--- src/rtl/input_vec_loader.sv ---
// Double-banked vector loader: the host fills one bank element by element while the model drains the other.
// Vectors leave in the order they arrived. Puts that arrive while both banks hold unread vectors are dropped.
module input_vec_loader #(
  parameter int DATA_W  = 8,
  parameter int VEC_LEN = 16
) (
  input  logic                           clk,
  input  logic                           sys_rst_n,
  input  logic [DATA_W-1:0]              byte_in,
  input  logic                           pc_data_put,
  input  logic                           clear,
  output logic                           all_in_ready,
  output logic [DATA_W-1:0]              m_data,
  output logic                           m_valid,
  input  logic                           m_ready,
  output logic                           m_last,
  output logic [$clog2(VEC_LEN+1)-1:0]   fill_cnt,
  output logic                           overflow
);

  localparam int IDX_W = $clog2(VEC_LEN);
  localparam int CNT_W = $clog2(VEC_LEN+1);
  localparam logic [IDX_W-1:0] LAST_IDX = IDX_W'(VEC_LEN-1);

  logic [DATA_W-1:0] bank_q [2][VEC_LEN];
  logic [DATA_W-1:0] bank_d [2][VEC_LEN];
  logic [1:0]        full_q, full_d;
  logic              wr_bank_q, wr_bank_d;
  logic              rd_bank_q, rd_bank_d;
  logic [IDX_W-1:0]  wr_idx_q, wr_idx_d;
  logic [IDX_W-1:0]  rd_idx_q, rd_idx_d;
  logic              overflow_q, overflow_d;
  logic              handshake;

  assign handshake = full_q[rd_bank_q] & m_ready;

  // Fill and drain always target different banks when both are active, so the
  // two full-flag updates below never touch the same bit in one cycle.
  always_comb begin
    bank_d     = bank_q;
    full_d     = full_q;
    wr_bank_d  = wr_bank_q;
    rd_bank_d  = rd_bank_q;
    wr_idx_d   = wr_idx_q;
    rd_idx_d   = rd_idx_q;
    overflow_d = overflow_q;

    if (clear) begin
      wr_idx_d   = '0;
      overflow_d = 1'b0;
    end else if (pc_data_put) begin
      if (full_q[wr_bank_q]) begin
        overflow_d = 1'b1;
      end else begin
        bank_d[wr_bank_q][wr_idx_q] = byte_in;
        if (wr_idx_q == LAST_IDX) begin
          full_d[wr_bank_q] = 1'b1;
          wr_bank_d         = ~wr_bank_q;
          wr_idx_d          = '0;
        end else begin
          wr_idx_d = wr_idx_q + IDX_W'(1);
        end
      end
    end

    if (handshake) begin
      if (rd_idx_q == LAST_IDX) begin
        full_d[rd_bank_q] = 1'b0;
        rd_bank_d         = ~rd_bank_q;
        rd_idx_d          = '0;
      end else begin
        rd_idx_d = rd_idx_q + IDX_W'(1);
      end
    end
  end

  always_ff @(posedge clk or negedge sys_rst_n) begin
    if (!sys_rst_n) begin
      full_q     <= 2'b00;
      wr_bank_q  <= 1'b0;
      rd_bank_q  <= 1'b0;
      wr_idx_q   <= '0;
      rd_idx_q   <= '0;
      overflow_q <= 1'b0;
    end else begin
      full_q     <= full_d;
      wr_bank_q  <= wr_bank_d;
      rd_bank_q  <= rd_bank_d;
      wr_idx_q   <= wr_idx_d;
      rd_idx_q   <= rd_idx_d;
      overflow_q <= overflow_d;
    end
  end

  // Bank contents are qualified by the full flags, so they need no reset.
  always_ff @(posedge clk) begin
    bank_q <= bank_d;
  end

  assign m_valid      = full_q[rd_bank_q];
  assign m_data       = bank_q[rd_bank_q][rd_idx_q];
  assign m_last       = m_valid & (rd_idx_q == LAST_IDX);
  assign all_in_ready = full_q[0] | full_q[1];
  assign fill_cnt     = CNT_W'(wr_idx_q);
  assign overflow     = overflow_q;

endmodule

--- config.mk ---
export PLATFORM = sky130hd
export DESIGN_NAME = input_vec_loader
export DESIGN_NICKNAME = d
export VERILOG_FILES = /design/src/rtl/input_vec_loader.sv
export SDC_FILE = /design/constraint.sdc
export NUM_CORES = 1
export LEC_CHECK = 0
export BUFFER_PORTS_ARGS = -buffer_cell sky130_fd_sc_hd__buf_2
export CELL_PAD_IN_SITES_DETAIL_PLACEMENT = 2
export CELL_PAD_IN_SITES_GLOBAL_PLACEMENT = 2
export CORE_UTILIZATION = 50
export CTS_CLUSTER_DIAMETER = 200
export DETAILED_ROUTE_END_ITERATION = 16
export PLACE_DENSITY_LB_ADDON = 0.1
export SLEW_MARGIN = 30
export SYNTH_ARGS = -nofsm -noshare
export SYNTH_HDL_FRONTEND = slang
export SYNTH_SLANG_ARGS = --single-unit
export TNS_END_PERCENT = 100
--- constraint.sdc ---
create_clock -name clk -period 2.9 [get_ports clk]
set_input_delay 0.435 -clock clk [delete_from_list [all_inputs] [get_ports clk]]
set_output_delay 0.435 -clock clk [all_outputs]
set_load 0.05 [all_outputs]
==> flow_results.xml, run 1 <==
<?xml version="1.0" encoding="UTF-8"?>
<metrics>
  <group name="run_status">
    <metric name="run_status" unit="">aborted with a tool error</metric>
    <metric name="haltStage" unit="">3_5_place_dp</metric>
    <metric name="first-error" unit="">[ERROR DPL-0033] detailed placement checks failed during check placement.</metric>
  </group>
  <group name="logic_synthesis">
    <metric name="mappedNetlistArea" unit="um2">10640</metric>
    <metric name="area_share_of_the_largest_cell_type_after_synthesis" unit="%">72.27</metric>
    <metric name="synth_cells" unit="">480</metric>
    <metric name="synth-main-ff-cell" unit="">edfxtp_1</metric>
    <metric name="postSynthRegisterBits" unit="">269</metric>
    <metric name="avgSynthCellArea" unit="um2">22.16</metric>
    <metric name="synth-simple-area-share" unit="%">3.176</metric>
    <metric name="synthDominantAreaCellType" unit="">edfxtp_1</metric>
    <metric name="yosys-mux-area-fraction" unit="%">18.30</metric>
    <metric name="sequential_element_share_of_the_synthesized_area" unit="%">75.33</metric>
    <metric name="synthesis_warnings" unit="">0</metric>
    <metric name="area_share_of_xor_xnor_cells_in_the_synthesized_design" unit="%">0.2470</metric>
    <metric name="synth_compound_area_share" unit="%">0.9646</metric>
    <metric name="synth_nets" unit="">498</metric>
    <metric name="netlist_top_cells_area" unit="">edfxtp_1 (72%), mux4_2 (17%), dfrtp_1 (3.1%), mux2_2 (1.1%), and2_1 (0.94%)</metric>
    <metric name="ys_types" unit="">38</metric>
    <metric name="synthesized_area_fraction_occupied_by_adder_cells" unit="%">0.5882</metric>
    <metric name="synth_top_family_by_area" unit="">multiplexers</metric>
    <metric name="async_flop_share" unit="%">4.833</metric>
    <metric name="synth-edff-count" unit="">256</metric>
  </group>
  <group name="floorplan">
    <metric name="initial_utilization" unit="%">51.73</metric>
    <metric name="row_count" unit="">52</metric>
    <metric name="io_pins" unit="">30</metric>
    <metric name="overall_die_height" unit="um">147.9</metric>
    <metric name="fp.dieW" unit="um">147.9</metric>
  </group>
  <group name="place">
    <metric name="detail_placement_hpwl" unit="um">19160</metric>
    <metric name="io_buffer_count" unit="">28</metric>
    <metric name="place.gp.congestion" unit="">0.7580</metric>
  </group>
</metrics>
==> kinds of logic after synthesis <==
kind of cell	Yosys count
DFF	269
adders and majority gates	5
AOI/OAI and AO/OA	16
xor gates and xnor gates	3
muxes	93
buffers and inverters	30
other	1
and+or+nand+nor	63
==> cell usage after synthesis (all sizes together) (3+ instances only) <==
cell type,n
clkbuf,16
nand3,6
mux2,12
edfxtp,256
ha,5
and2,16
nor3,5
mux4,80
inv,5
xnor2,3
nor2,18
nand2,6
a21oi,7
dfrtp,13
buf,9
==> per-stage QoR <==
stage	setup slack (ns)	instances	hold WS [ns]
after global placement	0.1524	779	0.3458
after floorplan	0.1421	480	0.1394
==> inputs of run 2 (changes only) <==
- CELL_PAD_IN_SITES_DETAIL_PLACEMENT: 2 -> default
- CELL_PAD_IN_SITES_GLOBAL_PLACEMENT: 2 -> default
- CORE_UTILIZATION: 50 -> 40
- CTS_CLUSTER_DIAMETER: 200 -> default
- PLACE_DENSITY_LB_ADDON: 0.1 -> 0.15
==> flow_results.xml, run 2 <==
<?xml version="1.0" encoding="UTF-8"?>
<metrics>
  <group name="critical_path">
    <metric name="crit_chain" unit="">buf_12 &gt; buf_12 &gt; buf_16 &gt; mux4_2 &gt; mux4_2 &gt; mux2_4 &gt; buf_6</metric>
    <metric name="worst-endpoint-required" unit="ns">2.47</metric>
    <metric name="timing.critical_path.to_type" unit="">output port</metric>
    <metric name="reg2regPathDepth" unit="">4</metric>
    <metric name="cp_max_fo" unit="">7</metric>
    <metric name="critical-path-slowest-cell" unit="">mux4_2</metric>
    <metric name="path_class" unit="">reg -&gt; out</metric>
    <metric name="critical_path_arrival" unit="ns">2.84</metric>
    <metric name="timing.rr.end" unit="">bank_q[243]</metric>
    <metric name="critical_path.max_stage_delay" unit="ns">0.52</metric>
    <metric name="r2r_slack" unit="ns">0.64</metric>
    <metric name="startpoint_type" unit="">flop</metric>
    <metric name="regToRegStartpoint" unit="">wr_bank_q</metric>
  </group>
  <group name="grt">
    <metric name="largest_net_degree_at_the_start_of_global_routing" unit="">37</metric>
    <metric name="grt_remaining_overflow" unit="">0</metric>
    <metric name="number_of_global_route_vias_before_repair" unit="">5339</metric>
    <metric name="number_of_antenna_violations_at_the_first_check_in_global_routing" unit="">0</metric>
    <metric name="wire_length_of_the_first_global_routing_pass" unit="um">34850</metric>
    <metric name="grt_util_all_layers" unit="%">18.28</metric>
  </group>
  <group name="layout">
    <metric name="fraction_of_layout_instances_using_a_drive_strength_above_1" unit="%">35.02</metric>
    <metric name="fin_nets" unit="">570</metric>
    <metric name="most-common-layout-cells" unit="">edfxtp_1 (256), mux4_2 (80), clkbuf_16 (29), buf_4 (26), buf_2 (19)</metric>
    <metric name="top_regs" unit="">bank_q x256, rd_idx_q x4, wr_idx_q x4</metric>
    <metric name="mostFrequentLayoutCell" unit="">edfxtp_1</metric>
    <metric name="area_delta_synth_final" unit="%">18.02</metric>
    <metric name="register_with_the_highest_flop_count" unit="">bank_q</metric>
    <metric name="largest_register_ff_count" unit="">256</metric>
    <metric name="antennaDiodeCount" unit="">0</metric>
    <metric name="fin_area" unit="um2">12550</metric>
  </group>
  <group name="power">
    <metric name="power_per_cell_area" unit="nW/um2">635.2</metric>
    <metric name="max-vdd-ir-drop" unit="uV">349.2</metric>
    <metric name="power_leakage" unit="uW">0.003980</metric>
  </group>
  <group name="logic_synthesis">
    <metric name="synth_nets" unit="">498</metric>
    <metric name="avgSynthCellArea" unit="um2">22.16</metric>
    <metric name="async_flop_share" unit="%">4.833</metric>
    <metric name="synthMostInstantiatedCell" unit="">edfxtp_1</metric>
    <metric name="sequential_element_share_of_the_synthesized_area" unit="%">75.33</metric>
    <metric name="netlist_top_cells_area" unit="">edfxtp_1 (72%), mux4_2 (17%), dfrtp_1 (3.1%), mux2_2 (1.1%), and2_1 (0.94%)</metric>
    <metric name="synth-edff-count" unit="">256</metric>
    <metric name="area_share_of_the_largest_cell_type_after_synthesis" unit="%">72.27</metric>
    <metric name="synthDominantAreaCellType" unit="">edfxtp_1</metric>
    <metric name="ys_types" unit="">38</metric>
    <metric name="synthesis_warnings" unit="">0</metric>
    <metric name="mappedNetlistArea" unit="um2">10640</metric>
    <metric name="postSynthRegisterBits" unit="">269</metric>
    <metric name="synth_cells" unit="">480</metric>
    <metric name="synth-main-ff-cell" unit="">edfxtp_1</metric>
    <metric name="synth.top_cells.by_count" unit="">edfxtp_1 (256), mux4_2 (80), nor2_1 (18)</metric>
  </group>
  <group name="detailed_routing">
    <metric name="via_per_inst" unit="">5.447</metric>
    <metric name="finalWirelength" unit="um">23530</metric>
    <metric name="detail_route.drc_violations" unit="">0</metric>
    <metric name="route.vias.total" unit="">4951</metric>
    <metric name="detail_route.wl_per_cell" unit="um">25.88</metric>
    <metric name="antenna_left" unit="">0</metric>
    <metric name="detail_route.iter0.violations" unit="">428</metric>
    <metric name="detailedRoute.firstPassIterationCount" unit="">4</metric>
  </group>
  <group name="clock_tree">
    <metric name="cts_root_cell" unit="">clkbuf_16</metric>
    <metric name="htreeDepth" unit="">1</metric>
    <metric name="path_clk_slew" unit="ns">0.06</metric>
    <metric name="tritoncts_num_sinks" unit="">269</metric>
    <metric name="clock_tree.buffer_depth" unit="">3</metric>
    <metric name="clock_insertion_delay_at_the_later_pin_of_the_skew_report" unit="ns">0.53</metric>
    <metric name="cts_tree" unit="">yes</metric>
    <metric name="cts_made_buffers" unit="">28</metric>
  </group>
  <group name="timing">
    <metric name="final_setup_fails" unit="">8</metric>
    <metric name="period_minus_slack" unit="ns">3.272</metric>
    <metric name="post-route-worst-setup-slack" unit="ns">-0.3721</metric>
    <metric name="final_min_period_over_clock_period" unit="%">112.8</metric>
    <metric name="max_slew_margin" unit="%">41.93</metric>
    <metric name="tightest_slew" unit="ns">0.8589</metric>
    <metric name="rsz0062_at_grt" unit="">yes</metric>
    <metric name="fmax" unit="MHz">305.6</metric>
    <metric name="worst_clock_skew" unit="ns">0.01155</metric>
    <metric name="worst_hold_slack" unit="ns">0.1562</metric>
    <metric name="slew_viol_final" unit="">0</metric>
    <metric name="final-hold-violation-count" unit="">0</metric>
  </group>
  <group name="place">
    <metric name="detailed_place.area" unit="um2">11350</metric>
    <metric name="place.gp.congestion" unit="">0.7763</metric>
    <metric name="io_buffer_count" unit="">28</metric>
    <metric name="detailedPlace.worstSlack" unit="ns">0.1115</metric>
    <metric name="detail_placement_hpwl" unit="um">14510</metric>
  </group>
  <group name="floorplan">
    <metric name="initial_utilization" unit="%">40.82</metric>
    <metric name="fp.coreArea" unit="um2">26060</metric>
    <metric name="row_count" unit="">59</metric>
    <metric name="io_pins" unit="">30</metric>
    <metric name="fp.dieArea" unit="um2">27250</metric>
    <metric name="fp.dieW" unit="um">165.1</metric>
    <metric name="overall_die_height" unit="um">165.1</metric>
  </group>
  <group name="run_status">
    <metric name="violations" unit="">setup timing</metric>
    <metric name="run_status" unit="">complete, but fails checks</metric>
  </group>
  <group name="hold_path">
    <metric name="min_delay_worst_endpoint" unit="">wr_idx_q[0]</metric>
    <metric name="timing.hold.worst.class" unit="">in -&gt; reg</metric>
    <metric name="hold-path-cell-count" unit="">2</metric>
    <metric name="hold_path_startpoint" unit="">clear</metric>
  </group>
  <group name="flow_run">
    <metric name="max_cap_viol_count" unit="">0</metric>
  </group>
</metrics>
## run 2: cell counts after synthesis
No cell type changed its count.
## run 2: how the worst max path moves through the flow
stage / depth (start not counted) / endpoint / start
floorplan: 5 / m_data[0] / rd_idx_q[0]
global placement: 5 / m_data[0] / rd_idx_q[0]
detailed placement: 5 / m_data[1] / rd_idx_q[0]
CTS: 7 / m_data[7] / rd_idx_q[0]
global route: 7 / m_data[5] / rd_idx_q[0]
finish: 7 / m_data[7] / rd_idx_q[0]
## run 2: per-layer routing
layer,wire length (um),global-route usage [%],vias to the layer above
met5,0,0,-
met4,353,4.962,0
met3,1289,2.622,30
met2,11490,29.48,131
met1,10390,26.12,2633
li1,-,-,2157
## run 2: metrics by stage
| stage | util (%) | cells | TNS (ns) | power [uW] |
|---|---|---|---|---|
| 2_1_floorplan | - | 480 | 0 | 4415 |
| 3_3_place_gp | 43.57 | 845 | 0 | 4502 |
| 3_5_place_dp | 43.57 | 845 | 0 | 4509 |
| 4_1_cts | 48.12 | 909 | -3.109 | 8049 |
| 5_1_grt | 48.17 | 909 | -3.306 | 8204 |
| 6_report | 48.17 | 909 | -2.747 | 7974 |
## run 2: critical path, delay by kind of cell (launching register included)
kind / cells / cell delay [ns]
buffers and inverters: 4 / 0.57
muxes: 3 / 1.23
DFF: 1 / 0.49
## run 2: cell type report
type / count / area [um2]
clock inverter: 19 / 176.4
multi-input combinational: 181 / 2504
timing repair buffer: 67 / 676.9
tap: 335 / 419.2
fill: 2137 / 13510
sequential: 269 / 8018
inverter: 5 / 18.77
clock buffer: 33 / 740.7
## run 2: what timing repair did
action	CTS	global route
endpoints found under the setup margin	8	9
hold buffers	1	0
hold endpoints to repair	13	0
buffers inserted	8	0
resized for setup	23	6
gates cloned	3	0
## run 2: logic make-up (layout without fill, tap and decap cells)
group	count (synthesis)	count (layout)	share of synthesized area [%]
buf+inv	30	124	1.353
flops	269	269	75.33
fa+ha+maj	5	5	0.5882
compound gates	16	16	0.9647
xor+xnor	3	3	0.2471
mux	93	93	18.30
simple gates	63	63	3.176
other cells	1	1	0.03526
## run 2: power breakdown
part / internal, uW / switching (uW)
combinational: 41.7 / 122
sequential: 4260 / 5.93
clock: 2090 / 1450
Note: power is estimated with default switching activity, not from simulation.
